--- config.mk ---
export PLATFORM = sky130hd
export DESIGN_NAME = fb_fetch_arbiter
export DESIGN_NICKNAME = d
export VERILOG_FILES = /design/src/rtl/fb_fetch_arbiter.sv
export SDC_FILE = /design/constraint.sdc
export NUM_CORES = 1
export LEC_CHECK = 0
export ABC_AREA = 1
export CAP_MARGIN = 10
export CORE_AREA = 2 2 81 83
export DETAILED_ROUTE_END_ITERATION = 10
export DIE_AREA = 0 0 83 85
export PLACE_DENSITY = 0.79
export SLEW_MARGIN = 15
export SYNTH_ARGS = -nofsm -noshare
export SYNTH_HDL_FRONTEND = slang
export SYNTH_SLANG_ARGS = --single-unit
--- constraint.sdc ---
create_clock -name CLK_50 -period 3.8 [get_ports CLK_50]
set_input_delay 0.76 -clock CLK_50 [delete_from_list [all_inputs] [get_ports CLK_50]]
set_output_delay 0.76 -clock CLK_50 [all_outputs]
set_load 0.02 [all_outputs]
--- src/rtl/fb_fetch_arbiter.sv ---
// Framebuffer memory arbiter: copies one 1bpp source row per fetch into a
// ping-pong line buffer, and gives the frame loader the leftover idle cycles.
module fb_fetch_arbiter #(
  parameter int WORDS_PER_ROW = 10,
  parameter int ROWS          = 120
) (
  input  logic        CLK_50,
  input  logic        reset,
  input  logic        frame_start,
  input  logic        fetch_req,
  input  logic [6:0]  fetch_row,
  input  logic        wr_valid,
  output logic        wr_ready,
  input  logic [10:0] wr_addr,
  input  logic [15:0] wr_data,
  input  logic        wr_frame_done,
  output logic [11:0] mem_addr,
  output logic        mem_we,
  output logic [15:0] mem_wdata,
  input  logic [15:0] mem_rdata,
  output logic        lb_wr_en,
  output logic [4:0]  lb_wr_addr,
  output logic [15:0] lb_wr_data,
  output logic        display_page,
  output logic        fetch_busy,
  output logic        fetch_overrun
);

  localparam logic [1:0]  IDLE        = 2'd0;
  localparam logic [1:0]  FETCH       = 2'd1;
  localparam logic [1:0]  DRAIN       = 2'd2;
  localparam logic [7:0]  ROWS_L      = 8'(ROWS);
  localparam logic [10:0] WPR_L       = 11'(WORDS_PER_ROW);
  localparam logic [10:0] WORDS_TOTAL = 11'(ROWS * WORDS_PER_ROW);
  localparam logic [3:0]  LAST_K      = 4'(WORDS_PER_ROW - 1);

  logic [1:0]  state;
  logic [3:0]  k;
  logic [3:0]  lb_idx;
  logic        lb_en_q;
  logic [10:0] row_base;
  logic        fetch_page;
  logic        bank;
  logic        pending;
  logic [6:0]  pending_row;
  logic        swap_pending;
  logic [6:0]  start_row;
  logic        start_req;
  logic        start_ok;
  logic [10:0] start_base;
  logic        wr_accept;

  // A latched request always wins over a fresh strobe; out-of-range rows are dropped
  assign start_row  = pending ? pending_row : fetch_row;
  assign start_req  = ((state == IDLE) && (pending || fetch_req)) ||
                      ((state == DRAIN) && pending);
  assign start_ok   = start_req && ({1'b0, start_row} < ROWS_L);
  assign start_base = 11'(start_row) * WPR_L;

  assign fetch_busy = (state != IDLE);
  assign wr_ready   = !reset && (state == IDLE) && !fetch_req && !pending && !swap_pending;
  assign wr_accept  = wr_valid && wr_ready;
  assign mem_we     = wr_accept && (wr_addr < WORDS_TOTAL);
  assign mem_wdata  = mem_we ? wr_data : 16'd0;

  always_comb begin
    mem_addr = 12'd0;
    if (state == FETCH)
      mem_addr = {fetch_page, row_base + {7'd0, k}};
    else if (wr_accept)
      mem_addr = {~display_page, wr_addr};
  end

  // Line-buffer write trails the read by one cycle to meet the memory latency
  assign lb_wr_en   = lb_en_q;
  assign lb_wr_addr = lb_en_q ? {bank, lb_idx} : 5'd0;
  assign lb_wr_data = lb_en_q ? mem_rdata : 16'd0;

  always_ff @(posedge CLK_50 or posedge reset) begin
    if (reset) begin
      state      <= IDLE;
      k          <= 4'd0;
      lb_idx     <= 4'd0;
      lb_en_q    <= 1'b0;
      row_base   <= 11'd0;
      fetch_page <= 1'b0;
      bank       <= 1'b0;
    end else begin
      lb_en_q <= (state == FETCH);
      lb_idx  <= k;
      case (state)
        IDLE: begin
          if (start_ok) begin
            state      <= FETCH;
            k          <= 4'd0;
            row_base   <= start_base;
            fetch_page <= display_page;
          end
        end
        FETCH: begin
          k <= k + 4'd1;
          if (k == LAST_K)
            state <= DRAIN;
        end
        DRAIN: begin
          bank <= ~bank;
          if (start_ok) begin
            state      <= FETCH;
            k          <= 4'd0;
            row_base   <= start_base;
            fetch_page <= display_page;
          end else begin
            state <= IDLE;
          end
        end
        default: state <= IDLE;
      endcase
    end
  end

  // One-deep request slot; a request that finds it full is lost and flagged
  always_ff @(posedge CLK_50 or posedge reset) begin
    if (reset) begin
      pending       <= 1'b0;
      pending_row   <= 7'd0;
      fetch_overrun <= 1'b0;
    end else if (state == IDLE) begin
      pending <= pending && fetch_req;
      if (pending && fetch_req)
        pending_row <= fetch_row;
    end else begin
      if (fetch_req && pending)
        fetch_overrun <= 1'b1;
      if (fetch_req && !pending) begin
        pending     <= 1'b1;
        pending_row <= fetch_row;
      end else if (pending && (state == DRAIN)) begin
        pending <= 1'b0;
      end
    end
  end

  always_ff @(posedge CLK_50 or posedge reset) begin
    if (reset) begin
      display_page <= 1'b0;
      swap_pending <= 1'b0;
    end else if (frame_start && (swap_pending || wr_frame_done)) begin
      display_page <= ~display_page;
      swap_pending <= 1'b0;
    end else if (wr_frame_done) begin
      swap_pending <= 1'b1;
    end
  end

endmodule

# Word level (Yosys, flattened, before mapping)
# Cells that the tools add are included.
totals:
  regBits: 34
  out_inout_bits: 55
  inputBits: 56
op_classes:
  reduce_logical: 31
  n_addsub: 2
  n_eq_ne: 7
  order_cmp: 2
  mul: 1
  n_mux: 20
  n_bitwise: 3
op_table:
  columns: ["op", "count"]
  rows:
  - ["$mux 16", 2]
  - ["$mux 7", 4]
  - ["$mux 12", 2]
  - ["$logic_and 1x1->1", 12]
  - ["$add 11x4->11", 1]
  - ["$lt 11x11->1 const B", 1]
  - ["$mul 7x3->10 const B", 1]
  - ["$reduce_and 2->1", 5]
  - ["$pmux 4 s2", 1]
  - ["$reduce_bool 2->1", 4]
  - ["$lt 7x7->1 const B", 1]
  - ["$mux 1", 6]
  - ["$ne 2x1->1 const B", 3]
  - ["$pmux 2 s3", 1]
  - ["$mux 5", 1]
  - ["$add 4x1->4 const B", 1]
  - ["$eq 4x4->1 const B", 1]
  - ["$logic_not 1->1", 4]
  - ["$mux 2", 2]
  - ["$mux 4", 1]
  - ["$logic_or 1x1->1", 3]
  - ["$not 1->1", 3]
  - ["$reduce_bool 3->1", 1]
  - ["$eq 2x1->1 const B", 1]
  - ["4 further kinds", 4]

# Logic depth before layout (Yosys ltp)
# Gate-level depths: netlist of run 1.
depth:
  depth_word: 8
  mapped_depth: 16
  ltp_nobuf: 14

# Worst setup path after synthesis of run 1
# No wires, ideal clock.
synth_timing:
  path_type: "input to output"
  start: "input port reset"
  end: "output port mem_wdata[10]"
  path_buffers: 1
  path_slack_ps: 474
  t_arrival_ps: 2566
  cell_stages: 8
  t_required_ps: 3040
  path_cell_list: "inv_1 > nand2_2 > nor3_4 > nand2_4 > inv_6 > nand2_4 > buf_6 > nor2_2"
synth_between:
  elab_chain_cells: 8
synth_rtl:
  columns: ["element", "line", "rtl"]
  rows:
  - ["from (decl)", "8", "input logic reset,"]
  - ["$logic_not 1->1 (no source line)", null, null]
  - ["$logic_and 1x1->1 (4 in series)", "61", "assign wr_ready = !reset && (state == IDLE) && !fetch_req && !pending && !swap_pending;"]
  - ["via wr_ready", "13", "output logic wr_ready,"]
  - ["$logic_and 1x1->1", "62", "assign wr_accept = wr_valid && wr_ready;"]
  - ["$logic_and 1x1->1", "63", "assign mem_we = wr_accept && (wr_addr < WORDS_TOTAL);"]
  - ["$mux 16", "64", "assign mem_wdata = mem_we ? wr_data : 16'd0;"]
  - ["to (decl)", "19", "output logic [15:0] mem_wdata,"]
# The timed path passes the listed nets, and every way through them passes these cells.

# Worst setup path in the final report of run 1
layout_timing:
  start: "input port fetch_req"
  end: "output port mem_wdata[15]"
layout_between:
  elab_chain_cells: 7
layout_rtl:
  columns: ["element", "line", "rtl"]
  rows:
  - ["from (decl)", "10", "input logic fetch_req,"]
  - ["$logic_not 1->1", "61", null]
  - ["$logic_and 1x1->1 (3 in series)", "61", null]
  - ["$logic_and 1x1->1", "62", null]
  - ["$logic_and 1x1->1", "63", null]
  - ["$mux 16", "64", null]
# No other way between the ends.

==> results of run 1 <==
per-stage QoR:
step / util [%] / setup slack [ns]
3_3_place_gp: 59.6 / 0.409
6_report: 61.9 / 0.319
4_1_cts: 61.9 / 0.314
3_5_place_dp: 59.6 / 0.325
5_1_grt: 61.9 / 0.180
2_1_floorplan: - / 0.474
worst max-delay path: stages:
cell and delay (ns):
clkdlybuf4s50_1 0.42, inv_1 0.11, nand2_4 0.07, nor3_4 0.22, nand2_4 0.11, inv_6 0.11, nand2_4 0.15, nor2_1 0.14
clkdlybuf4s50_1 0.62
flip-flops by register name, indices dropped and copies added (netlist names), 2 cells and up:
signal       count
pending_row      7
lb_idx           4
row_base        10
state            2
k                4
cells by family after synthesis:
family,Yosys count,synth area share (%)
buffers and inverters,89,14.8
xor gates and xnor gates,8,2.75
AOI/OAI and AO/OA,24,5.10
DFF,34,33.3
adders and majority gates,17,8.92
and+or+nand+nor,206,35.1
worst max-delay path by stage:
stage | slack, ns | to | cells after the start
5_1_grt | 0.18 | mem_addr[9] | 11
2_1_floorplan | 0.47 | mem_wdata[10] | 8
4_1_cts | 0.31 | mem_wdata[15] | 9
6_report | 0.32 | mem_wdata[15] | 9
3_3_place_gp | 0.41 | mem_wdata[2] | 9
3_5_place_dp | 0.32 | mem_wdata[15] | 9
layout by cell type (no fill, tap or decap), drive strengths merged, types with 2 or more instances in the layout:
cell	instances
xnor2	3
nand2	151
nand3	20
clkdlybuf4s50	110
nand4	4
xor2	5
a21oi	4
ha	15
nor2	29
buf	2
dfrtp	34
bufinv	2
o21bai	2
o21ai	16
fa	2
inv	81
clkbuf	5
where the power goes:
group | switching (mW) | internal, mW | total [mW]
clock network | 0.138 | 0.263 | 0.400
registers | 0.179 | 0.523 | 0.701
logic | 1.07 | 0.826 | 1.90
routing by layer:
metal / up-vias / wire length [um] / GRT usage, %
met5: - / 0 / 0
met4: 0 / 77 / 3.87
met3: 10 / 303 / 5.25
met2: 59 / 3140 / 34.2
met1: 1180 / 2740 / 22.2
li1: 1343 / - / -
cells in the mapped netlist:
master      n
nand2_1   145
inv_1      78
dfrtp_1    34
nand3_1    19
nor2_1     18
o21ai_0    16
ha_1       15
nor2_2     10
xor2_1      5
a21oi_1     4
clkbuf_1    4
nand2_4     4
nand4_1     4
buf_6       3
xnor2_1     3
fa_1        2
inv_6       2
nand2_2     2
o21bai_1    2
a31o_2      1
buf_8       1
inv_2       1
nand3_2     1
nor2_4      1
nor3_4      1
o22ai_1     1
or2_0       1
area by class of cell:
| cell class | instances | area share (%) |
|---|---|---|
| Multi-Input combinational cell | 255 | 34.5 |
| Sequential cell | 34 | 22.2 |
| Clock inverter | 3 | 1.79 |
| Clock buffer | 5 | 1.79 |
| Timing Repair Buffer | 112 | 29.1 |
| Tap cell | 77 | 2.51 |
| Inverter | 81 | 8.18 |
==> out/summary.txt, run 1 <==
status: finished clean
Worst setup SP type: input pin
synthesized instance count: 378
Fmax achieved: 0.287 GHz
pwr dens: 782 nW/um^2
Max FO, Critical Path: 17
Slew HR: 61.0%
first-pass GRT wire length: 11,100 um
Critical Path RT: 3.04 ns
Core Footprint: 6200 um^2
Synth top area share: 33.3%
die area: 7060 um^2
Syn Nets: 451
Post-Syn Area: 2550 um^2
vias: 2,592
Final min period: 3.48 ns
RSZ-0062 raised after global routing: false
Setup TNS: 0 ns
CTS max path bufs: 2
Hold Path Cell Cnt: 1
Die H: 85 um
fill cell count: 568
vias in the first global route: 2,533
syn avg cell area: 6.75 um^2
DRT iter0 DRCs: 144
Die Wd: 83 um
FF+latch count, synth: 34
Max Slew Vio Count: 0
Inst Count DP: 559
area grow syn2layout: 50.4%
Synth area leader: dfrtp_1
port bufs: 110
CTS tree: yes
r2r endpoint: row_base[8]
Max Cap Violations: 0
Post-CTS Setup Inserts: 0
synth warn: 0
Max VDD drop: 0.576 mV
placer congestion estimate: 0.840
Tot Pwr: 3.00 mW
total routed wirelength: 6260 um
I/O pin total: 111
Worst Setup Path Type: input pin to output port
R2R Setup Slk: 1.42 ns
initial core utilization: 41.1%
Hold Slack: 0.467 ns
setup violators final: 0
DRC Markers: 0
Skew-Pair Late Insertion Delay: 0.29 ns
CTS buffer count: 5
pin count of the biggest net entering global routing: 35
Leak Pwr: 2.10 nW
Nets: 562
CP Launch Point: fetch_req
distinct cell type count after synthesis: 27
R2R Path Start: pending
final worst-path cycle share: 91.6%
post-CTS sizing: 0
fraction of layout cells with a size suffix above 1: 6.73%
H-tree depth: 2
DR pass1 iterations: 4
n_diodes: 0
worst-margin pin slew: 0.585 ns
initial antenna violation count: 0
Final Hold Vio Count: 0
CP Capture Type: output port
CTS Root Cell: clkbuf_8
Worst Hold Launch: bank
number of cell rows: 29
Hold Path Sink: bank
Worst-path clk slew: 0.07 ns
critical path data arrival time: 2.72 ns
post-DP HPWL: 5130 um
Post-CTS Hold Buffers: 0
R2R cell count: 9
DR WL/cell: 11.0 um
Final Cell Area: 3840 um^2
total gr overflow: 0
area of placed instances: 3700 um^2
clk sinks: 34
Reg area: 851 um^2
Routed Antenna Nets: 0
final std cells w/o fill: 567
worst hold path type: flip-flop to flip-flop
Seq/Total Area, Yosys: 33.3%
GRT Overall Usage: 18.8%
clk_skew: 0.00680 ns
via density per instance: 4.57
top cells by area, synth: dfrtp_1 (33%), nand2_1 (21%), inv_1 (11%)
Multi-input gate area: 1320 um^2
Power figures use the tool's default switching activity.
==> run 2: changes to the inputs <==
--- a/config.mk
+++ b/config.mk
@@ -7,10 +7,13 @@
 export LEC_CHECK = 0
 export ABC_AREA = 1
 export CAP_MARGIN = 10
-export CORE_AREA = 2 2 81 83
+export CELL_PAD_IN_SITES_DETAIL_PLACEMENT = 1
+export CELL_PAD_IN_SITES_GLOBAL_PLACEMENT = 1
+export CORE_AREA = 2 2 94 96
 export DETAILED_ROUTE_END_ITERATION = 10
-export DIE_AREA = 0 0 83 85
-export PLACE_DENSITY = 0.79
+export DIE_AREA = 0 0 96 98
+export GPL_ROUTABILITY_DRIVEN = 0
+export PLACE_DENSITY = 0.85
 export SLEW_MARGIN = 15
 export SYNTH_ARGS = -nofsm -noshare
 export SYNTH_HDL_FRONTEND = slang
==> run 2 against run 1 <==
  * Sequential cell count unchanged
  * Register-to-register slack got worse by 0.10 ns
  * Clock-buffer cell count increased by 1
  * Combinational power increased by 3%
  * Core utilization is 16 points lower
  * Clock power is 4% higher
  * Routed wire length is 23% higher
  * Worst setup slack gained 0.019 ns
  * Final cell count up 5.5%
  * Largest power group unchanged
==> out/summary.txt, run 2 (synthesized netlist as in run 1, its figures left out) <==
status: finished clean
pin count of the biggest net entering global routing: 35 (unchanged)
worst-margin pin slew: 0.617 ns (+0.0316 ns)
clk sinks: 34 (unchanged)
area grow syn2layout: 52.1%
CTS tree: yes
Die Wd: 96 um (+16%)
clk_skew: 0.00510 ns (-0.00170 ns)
initial antenna violation count: 0 (unchanged)
die area: 9410 um^2 (+33%)
max reg flops: 10 (unchanged)
RSZ-0062 raised after global routing: false
Fmax achieved: 0.289 GHz (+0.54%)
DRT iter0 DRCs: 71 (-51%)
Setup TNS: 0 ns (unchanged)
Slew HR: 58.9% (-2.1 points)
leading cell types in the layout, fill and taps excluded: nand2_1 (145), clkdlybuf4s50_1 (110), inv_1 (78)
largest registers: row_base x10, pending_row x7
final core utilization: 45.9% (-16 points)
final worst-path cycle share: 91.1% (-0.50 points)
commonest non-fill, non-tap cell in the layout: nand2_1
Nets: 562 (unchanged)
total gr overflow: 0 (unchanged)
CTS buffer count: 5 (unchanged)
number of cell rows: 34 (+17%)
total routed wirelength: 7680 um (+23%)
vias: 2,699 (+4.1%)
R2R cell count: 9 (unchanged)
H-tree depth: 2 (unchanged)
Final min period: 3.46 ns (-0.0188 ns)
worst hold path type: flip-flop to flip-flop
Skew-Pair Late Insertion Delay: 0.29 ns (about the same)
Reg area: 851 um^2 (unchanged)
post-CTS sizing: 0 (unchanged)
Hold Path Cell Cnt: 1 (unchanged)
Routed Antenna Nets: 0 (unchanged)
Worst setup SP type: input pin
initial core utilization: 30.2% (-11 points)
Multi-input gate area: 1320 um^2 (unchanged)
Worst-path clk slew: 0.07 ns (about the same)
n_diodes: 0 (unchanged)
DR pass1 iterations: 4 (unchanged)
pwr dens: 795 nW/um^2 (+1.7%)
Post-CTS Hold Buffers: 0 (unchanged)
Max Slew Vio Count: 0 (unchanged)
final worst slack: 0.338 ns (+0.0188 ns)
port bufs: 110 (unchanged)
Die H: 98 um (+15%)
Leak Pwr: 2.10 nW (+0.15%)
Critical Path RT: 3.04 ns (about the same)
post-DP HPWL: 6120 um (+19%)
Post-CTS Setup Inserts: 0 (unchanged)
I/O pin total: 111 (unchanged)
Max Cap Violations: 0 (unchanged)
worst slack at placement: 0.334 ns (+0.00909 ns)
Final Cell Area: 3880 um^2 (+1.1%)
CTS max path bufs: 2 (unchanged)
critical path data arrival time: 2.70 ns (-0.02 ns)
DR WL/cell: 12.8 um (+16%)
vias in the first global route: 2,883 (+14%)
setup violators final: 0 (unchanged)
GRT Overall Usage: 17.1% (-1.7 points)
Final Hold Vio Count: 0 (unchanged)
CTS Root Cell: clkbuf_8
area of placed instances: 3740 um^2 (+1.0%)
Top reg by flops: row_base
fill cell count: 1,062 (+87%)
Max FO, Critical Path: 17 (unchanged)
fraction of layout cells with a size suffix above 1: 6.73% (unchanged)
via density per instance: 4.51 (-1.3%)
Worst Setup Path Type: input pin to output port
Max VDD drop: 0.318 mV (-45%)
CP Capture Type: output port
DRC Markers: 0 (unchanged)
Core Footprint: 8470 um^2 (+36%)
first-pass GRT wire length: 13,000 um (+17%)
[run 2: cell type report]
class | count | share of cell area [%]
sequential | 34 | 21.9
inverter | 81 | 8.09
multi-input combinational | 255 | 34.1
clock inverter | 2 | 1.55
tap | 108 | 3.48
timing repair buffer | 112 | 28.7
clock buffer | 6 | 2.13
[run 2: worst paths after layout]
kind | start | endpoint | slack (ns)
setup / recovery | fetch_req | mem_wdata[9] | 0.34
hold / removal | bank | bank | 0.48
setup reg to reg | pending | row_base[8] | 1.32
hold reg to reg | bank | bank | 0.48
max in group asynchronous | reset | pending_row[6] | 2.56
min in group asynchronous | reset | swap_pending | 0.93
[run 2: layer usage]
layer	vias up	wire length [um]	global-route usage, %
met3	18	347	2.85
li1	1341	-	-
met1	1279	3040	19.4
met2	61	4130	31.6
met5	-	0	0
met4	0	170	5.82
[run 2: report_power, final]
group / switching [mW] / internal [mW] / total (mW)
clock: 0.137 / 0.280 / 0.417
sequential: 0.183 / 0.523 / 0.706
combinational: 1.13 / 0.830 / 1.96
[run 2: worst max-delay path, stage by stage]
cell             delay (ns)
clkdlybuf4s50_1        0.42
inv_1                  0.12
nand2_4                0.07
nor3_4                 0.21
nand2_4                0.11
inv_6                  0.11
nand2_4                0.15
nor2_2                 0.13
clkdlybuf4s50_1        0.62
[run 2: stage by stage]
stage	hold WS [ns]	instances	power, mW
detailed placement	0.467	590	2.68
global placement	0.459	590	2.60
floorplan	0.439	378	1.96
CTS	0.484	598	3.13
global route	0.532	598	3.40
finish	0.482	598	3.09
==> run 3: changes to the inputs <==
--- a/config.mk
+++ b/config.mk
@@ -9,9 +9,9 @@
 export CAP_MARGIN = 10
 export CELL_PAD_IN_SITES_DETAIL_PLACEMENT = 1
 export CELL_PAD_IN_SITES_GLOBAL_PLACEMENT = 1
-export CORE_AREA = 2 2 94 96
+export CORE_AREA = 2 2 112 81
 export DETAILED_ROUTE_END_ITERATION = 10
-export DIE_AREA = 0 0 96 98
+export DIE_AREA = 0 0 114 83
 export GPL_ROUTABILITY_DRIVEN = 0
 export PLACE_DENSITY = 0.85
 export SLEW_MARGIN = 15
==> run 3 against run 2 <==
  * Critical path depth unchanged
  * Highest routed layer unchanged
  * Largest cell class unchanged
  * Routed wire length is 6.2% higher
  * Register-to-register slack worse by 0.05 ns
  * First-iteration DRC count up 27%
  * Critical path type unchanged
==> out/summary.txt, run 3 (synthesized netlist as in run 1, its figures left out) <==
max reg flops: 10 (unchanged)
CP peak stage delay: 0.63 ns (about the same)
Slew HR: 60.3% (+1.4 points)
Critical-path top delay cell: clkdlybuf4s50_1
initial antenna violation count: 0 (unchanged)
Post-CTS Setup Inserts: 0 (unchanged)
Cell Chain, Critical Path: clkdlybuf4s50_1 > inv_1 > nand2_4 > nor3_4 > nand2_4 > inv_6 > nand2_4 > nor2_1 > clkdlybuf4s50_1
via density per instance: 4.52 (+0.17%)
R2R Setup Slk: 1.27 ns (-0.05 ns)
clk_skew: 0.00202 ns (-0.00308 ns)
CTS max path bufs: 2 (unchanged)
Max Cap Violations: 0 (unchanged)
Top reg by flops: row_base
Tot Pwr: 3.12 mW (+1.2%)
first-pass GRT wire length: 13,800 um (+6.4%)
final worst-path cycle share: 92.1% (+0.96 points)
Skew-Pair Late Insertion Delay: 0.28 ns (about the same)
vias in the first global route: 2,856 (-0.94%)
critical path data arrival time: 2.74 ns (+0.04 ns)
n_diodes: 0 (unchanged)
worst-margin pin slew: 0.596 ns (-0.0206 ns)
Max Slew Vio Count: 0 (unchanged)
Max VDD drop: 0.244 mV (-23%)
post-DP HPWL: 6610 um (+8.0%)
Crit path max-delay family: buffers and inverters
H-tree depth: 2 (unchanged)
DR WL/cell: 13.7 um (+6.8%)
port bufs: 110 (unchanged)
critical path's most frequent cell: nand2_4
Critical Path RT: 3.04 ns (about the same)
status: finished clean
clk sinks: 34 (unchanged)
setup violators final: 0 (unchanged)
I/O pin total: 111 (unchanged)
CTS tree: yes
Post-CTS Hold Buffers: 0 (unchanged)
Final min period: 3.50 ns (+0.0363 ns)
Worst setup SP type: input pin
pin count of the biggest net entering global routing: 35 (unchanged)
number of cell rows: 28 (-18%)
Worst Setup Path Type: input pin to output port
Die Wd: 114 um (+19%)
DR pass1 iterations: 3 (-1)
Setup TNS: 0 ns (unchanged)
DRC Markers: 0 (unchanged)
Leak Pwr: 2.10 nW (about the same)
GRT Overall Usage: 17.8% (+0.74 points)
worst slack at placement: 0.296 ns (-0.0372 ns)
initial core utilization: 30.6% (+0.46 points)
pwr dens: 803 nW/um^2 (+1.1%)
crit path buf inv count: 4 (unchanged)
CTS buffer count: 5 (unchanged)
Core Footprint: 8340 um^2 (-1.5%)
CTS Root Cell: clkbuf_16
fraction of layout cells with a size suffix above 1: 6.73% (unchanged)
Die H: 83 um (-15%)
Final Hold Vio Count: 0 (unchanged)
worst hold path type: flip-flop to flip-flop
post-CTS sizing: 0 (unchanged)
RSZ-0062 raised after global routing: false
Worst-path clk slew: 0.05 ns (-0.02 ns)
total routed wirelength: 8160 um (+6.2%)
DRT iter0 DRCs: 90 (+27%)
total gr overflow: 0 (unchanged)
final worst slack: 0.302 ns (-0.0363 ns)
largest registers: row_base x10, pending_row x7
area grow syn2layout: 52.3%
leading cell types in the layout, fill and taps excluded: nand2_1 (145), clkdlybuf4s50_1 (110), inv_1 (78)
die area: 9460 um^2 (+0.57%)
CP Capture Type: output port
vias: 2,690 (-0.33%)
commonest non-fill, non-tap cell in the layout: nand2_1
Max FO, Critical Path: 17 (unchanged)
Routed Antenna Nets: 0 (unchanged)
Fmax achieved: 0.286 GHz (-1.0%)
Nets: 562 (unchanged)
run 3: cell types whose count changed in the layout (fill, tap and decap cells not counted):
cell / change
bufinv_16: -2
clkbuf_16: +5
clkbuf_8: -5
clkinv_2: +1
clkinvlp_4: +1
run 3: worst register-to-register path, delay by kind of cell (launching register included):
kind,cells,cell delay [ns]
adder cells (fa/ha/maj),2,0.84
flip-flops,1,0.65
AO/OA/AOI/OAI,1,0.36
AND/OR/NAND/NOR,4,0.28
XOR/XNOR,1,0.15
buffers and inverters,1,0.13
run 3: final timing paths:
kind,from,endpoint,depth (start not counted)
max in group asynchronous,reset,pending_row[2],3
min,bank,bank,1
min in group asynchronous,reset,swap_pending,3
max,fetch_req,mem_wdata[0],9
max reg2reg,pending,row_base[8],9
min reg2reg,bank,bank,1
run 3: routing by layer:
| layer | track usage [%] | wire [um] |
|---|---|---|
| met1 | 21.6 | 3580 |
| met2 | 32.7 | 4120 |
| met3 | 4.23 | 426 |
| met4 | 2.33 | 38 |
| met5 | 0 | 0 |
run 3: report_power, final:
| part | switching (mW) | total [mW] | internal, mW | leakage, nW |
|---|---|---|---|---|
| logic | 1.17 | 2.00 | 0.830 | 1.62 |
| registers | 0.186 | 0.710 | 0.524 | 0.412 |
| clock network | 0.157 | 0.416 | 0.259 | 0.0729 |
run 3: metrics by stage:
step | hold slack, ns | std cells | util [%] | instance area [um^2]
2_1_floorplan | 0.439 | 378 | - | 2550
3_3_place_gp | 0.460 | 587 | 44.8 | 3740
3_5_place_dp | 0.464 | 587 | 44.8 | 3740
4_1_cts | 0.475 | 595 | 46.6 | 3890
5_1_grt | 0.491 | 595 | 46.6 | 3890
6_report | 0.472 | 595 | 46.6 | 3890
run 3: final cells by class:
class	count	area [um^2]
clock buffers	6	139
well taps	105	131
multi-input cells	255	1320
clock inverters	2	12.5
fillers	1055	4450
flip-flops and latches	34	851
repair buffers	112	1120
inverters	81	314
==> RTL change 1, RTL diff (settings of run 1) <==
Reset style: synchronous (`reset`), changed in 3 clocked blocks.
--- a/src/rtl/fb_fetch_arbiter.sv
+++ b/src/rtl/fb_fetch_arbiter.sv
@@ -77,5 +77,5 @@
   assign lb_wr_data = lb_en_q ? mem_rdata : 16'd0;
 
-  always_ff @(posedge CLK_50 or posedge reset) begin
+  always_ff @(posedge CLK_50) begin
     if (reset) begin
       state      <= IDLE;
@@ -120,5 +120,5 @@
 
   // One-deep request slot; a request that finds it full is lost and flagged
-  always_ff @(posedge CLK_50 or posedge reset) begin
+  always_ff @(posedge CLK_50) begin
     if (reset) begin
       pending       <= 1'b0;
@@ -141,5 +141,5 @@
   end
 
-  always_ff @(posedge CLK_50 or posedge reset) begin
+  always_ff @(posedge CLK_50) begin
     if (reset) begin
       display_page <= 1'b0;
Function: differs if reset is asserted again (counterexample within 4 cycles, from zero or initial values and one cycle with reset high); with reset held inactive, the same outputs for 10 cycles.
==> RTL change 1 against run 1 <==
Via count is 2.7% lower; first-iteration DRC count is 18% lower; design area is 5.5% lower; largest cell class unchanged; critical path depth is 1 lower; area after synthesis is 4.8% lower; worst setup slack worse by 0.059 ns; die area stayed put; sequential cell count stayed put; wire length is 5.6% lower.
Power is not compared: it rests on default switching activity, and its combinational part moved more than twofold at a synthesized area within 25%.
==> RTL change 1: results (changes against run 1) <==
Final layout
  – Multi-input gate area: 1336 sq um (+0.95%)
  – Share of cells above drive strength 1: 0.07851 (+0.01117)
  – Clock buffer cells: 7 (+2)
  – Area occupied by registers: 680.7 sq um (-20%)
  – NonClk Buf Share: 0.3097 (+0.01891)
  – Clk cell area share: 0.02517 (-0.01068)
  – Nets@finish: 556 (-1.1%)
  – Fillers: 563 (-0.88%)
  – Multi-input gates: 250 (-2.0%)

Routing
  – Vias/cell: 4.496 (-1.7%)
  – DR iter-0 viols: 118 (-18%)

Timing
  – Worst-margin pin slew: 0.6485 ns (+0.06354 ns)
  – Clock Skew: 0.005165 ns (-0.001637 ns)

Synthesis
  – Post-Syn Nets: 450 (-0.22%)
  – Top cell type's share of synthesized area: 0.2801 (-0.05321)
  – Compound-Gate Fraction of Synth Area: 0.1432 (+0.09217)
  – Asr flop ratio synth: 0 (-1.000)
  – Synth cell count leaders: nand2_1 (87), inv_1 (75), nor2_1 (45)
  – Ranking of synthesized cells by area: dfxtp_1 (28%), nand2_1 (13%), inv_1 (12%), ha_1 (7.7%), nor2_1 (7.0%)
  – Xor/xnor cell area share of the yosys netlist: 0.01802 (-0.009428)
  – Seq/Total Area, Yosys: 0.2801 (-0.05321)
  – Library cells used by synthesis: 32 (+19%)
  – Adder-cell share of the synthesized area: 0.09372 (+0.004502)

Placed design
  – Placer Congestion: 0.7889 (-6.0%)

Clock tree
  – H-tree Lvls: 2 (unchanged)

Global route
  – Largest net degree at the start of global routing: 23 (-34%)
  – First-pass GRT wire length: 10080 um (-9.2%)
  – Vias in the first global route: 2347 (-7.3%)

Setup path
  – Worst reg2reg endpoint: row_base[10]$_SDFFE_PP0P_
  – Reg-to-Reg Start: pending$_SDFFE_PP0P_
  – Worst Path Arrival: 2.78 ns (+0.06 ns)
  – R2R setup slack: 1.24 ns (-0.18 ns)

Worst hold path
  – Hold Crit Depth: 2 (+1)
  – Hold Startpoint: pending_row[0]$_SDFFE_PP0P_
  – Hold path endpoint: pending_row[0]$_SDFFE_PP0P_

Outcome
  – Status: complete, no violations
==> RTL change 1: cell count changes after synthesis, moves of 4 or more <==
| cell | delta |
|---|---|
| nand2_1 | -58 |
| dfrtp_1 | -34 |
| dfxtp_1 | +34 |
| nor2_1 | +27 |
| a21oi_1 | +14 |
| o21ai_0 | +10 |
| a21oi_2 | +7 |
| nor2_2 | -5 |
| nand2_2 | +4 |
| nand3_1 | -4 |
| o21ai_1 | +4 |
==> RTL change 1: metrics by stage <==
| stage | worst slack (ns) | total power [mW] | instance area, sq um | cells | hold slack, ns |
|---|---|---|---|---|---|
| after CTS | 0.2293 | 1.176 | 3628 | 561 | 0.4477 |
| after detailed placement | 0.2425 | 0.8958 | 3537 | 553 | 0.4372 |
| after floorplan | 0.9356 | 0.7450 | 2430 | 377 | 0.4241 |
| after global placement | 0.3134 | 0.8874 | 3537 | 553 | 0.4323 |
| final | 0.2607 | 1.162 | 3628 | 561 | 0.4457 |
| after global routing | 0.05743 | 1.251 | 3628 | 561 | 0.4720 |
==> RTL change 1: per-layer routing <==
| metal | vias up | part of all wire | track usage |
|---|---|---|---|
| li1 | 1362 | - | - |
| met1 | 1066 | 0.45 | 0.1939 |
| met4 | 0 | 0.012 | 0.04769 |
| met5 | - | 0 | 0 |
| met2 | 87 | 0.47 | 0.3094 |
| met3 | 7 | 0.067 | 0.05156 |
==> RTL change 1: worst max-delay path, stage by stage <==
cell	delay, ns
clkdlybuf4s50_1	0.44
nor2_1	0.13
nor3b_2	0.20
nand2_1	0.13
inv_2	0.20
nand2_4	0.16
nor2_1	0.13
clkdlybuf4s50_1	0.62
==> RTL change 1: power by group <==
group	switching, mW	leakage (nW)	internal (mW)
combinational	0.244	1.46	0.208
clock	0.129	0.0482	0.146
sequential	0.0376	0.279	0.398
total	0.410	1.79	0.752
==> RTL change 2, RTL diff (config.mk and constraints of run 1) <==
Without the edit above. Set the parameter `ROWS` to 90 (it was 120).
--- a/src/rtl/fb_fetch_arbiter.sv
+++ b/src/rtl/fb_fetch_arbiter.sv
@@ -3,5 +3,5 @@
 module fb_fetch_arbiter #(
   parameter int WORDS_PER_ROW = 10,
-  parameter int ROWS          = 120
+  parameter int ROWS          = 90
 ) (
   input  logic        CLK_50,
Behaviour: not the same (a bounded check fails within 4 cycles, from zero or initial values and one cycle with reset high).
==> RTL change 2 against run 1 <==
Non-clock buffer count is 1 lower; area after synthesis down 0.54%; register-to-register slack lost 0.24 ns; sequential cell count is the same; count of clock-buffer cells in the layout unchanged; wire length is 6.3% higher; worst setup slack got worse by 0.057 ns; largest power group unchanged; design area fell by 0.20%; power up 1.8%; sequential share of layout area hardly changed; worst hold slack improved by 0.0017 ns.
==> RTL change 2: results (changes against run 1) <==
Outcome
  – Status: complete, no violations

Timing
  – Tmin final: 3.538 ns (+0.05734 ns)
  – Worst-margin pin slew: 0.6020 ns (+0.01696 ns)

Global route
  – Vias in the first global route: 2443 (-3.6%)
  – First-pass GRT wire length: 11200 um (+0.86%)
  – Met3 Track Usage GR: 0.04183 (-0.01070)
  – Met1 GRT Util: 0.2159 (-0.005980)

Worst hold path
  – Hold Startpoint: k[3]$_DFFE_PP0P_

Placed design
  – Post-DP HPWL: 5420 um (+5.6%)
  – Worst slack, placed: 0.2481 ns (-0.07646 ns)
  – Placer Congestion: 0.8463 (+0.81%)
  – Placed insts: 558 (-0.18%)

Routing
  – Routed wl met2: 3416 um (+9.0%)
  – DR iter-0 viols: 106 (-26%)
  – Vias/cell: 4.602 (+0.68%)
  – Met3 WL post-DR: 392 um (+29%)
  – Routed len/inst: 11.75 um (+6.5%)
  – M1 WL: 2746 um (+0.15%)

Setup path
  – Worst reg2reg endpoint: row_base[10]$_DFFE_PP0P_
  – R2R setup slack: 1.18 ns (-0.24 ns)

Synthesis
  – Adder-cell share of the synthesized area: 0.08970 (+0.0004837)
  – Compound-Gate Fraction of Synth Area: 0.07442 (+0.02344)
  – Synth cell count leaders: nand2_1 (127), inv_1 (87), dfrtp_1 (34)
  – Xor/xnor cell area share of the yosys netlist: 0.02070 (-0.006751)

Power
  – Static Leak: 2.066 nW (-1.5%)
[RTL change 2: how the worst max path moves through the flow]
stage | end | startpoint
floorplan | mem_wdata[10] | reset
global placement | mem_wdata[4] | fetch_req
detailed placement | mem_wdata[0] | fetch_req
CTS | mem_wdata[0] | fetch_req
global route | mem_wdata[5] | fetch_req
finish | mem_wdata[15] | fetch_req
[RTL change 2: power breakdown]
group	switching [mW]	internal [mW]	leakage, nW
Combinational	1.12	0.835	1.59
Sequential	0.169	0.525	0.413
Clock	0.139	0.263	0.0683
[RTL change 2: cell type report]
type	count	area, sq um
clock buffers	5	68.82
clock inverters	3	68.82
fillers	553	2374
inverters	89	339.1
multi-input cells	247	1299
flip-flops and latches	34	850.8
well taps	77	96.34
repair buffers	111	1109
[RTL change 2: kinds of logic (layout without fill, tap and decap cells)]
family,count (synthesis),after routing
simple gates,188,188
buf+inv,98,208
compound gates,36,36
flops,34,34
fa+ha+maj,17,17
xor+xnor,6,6
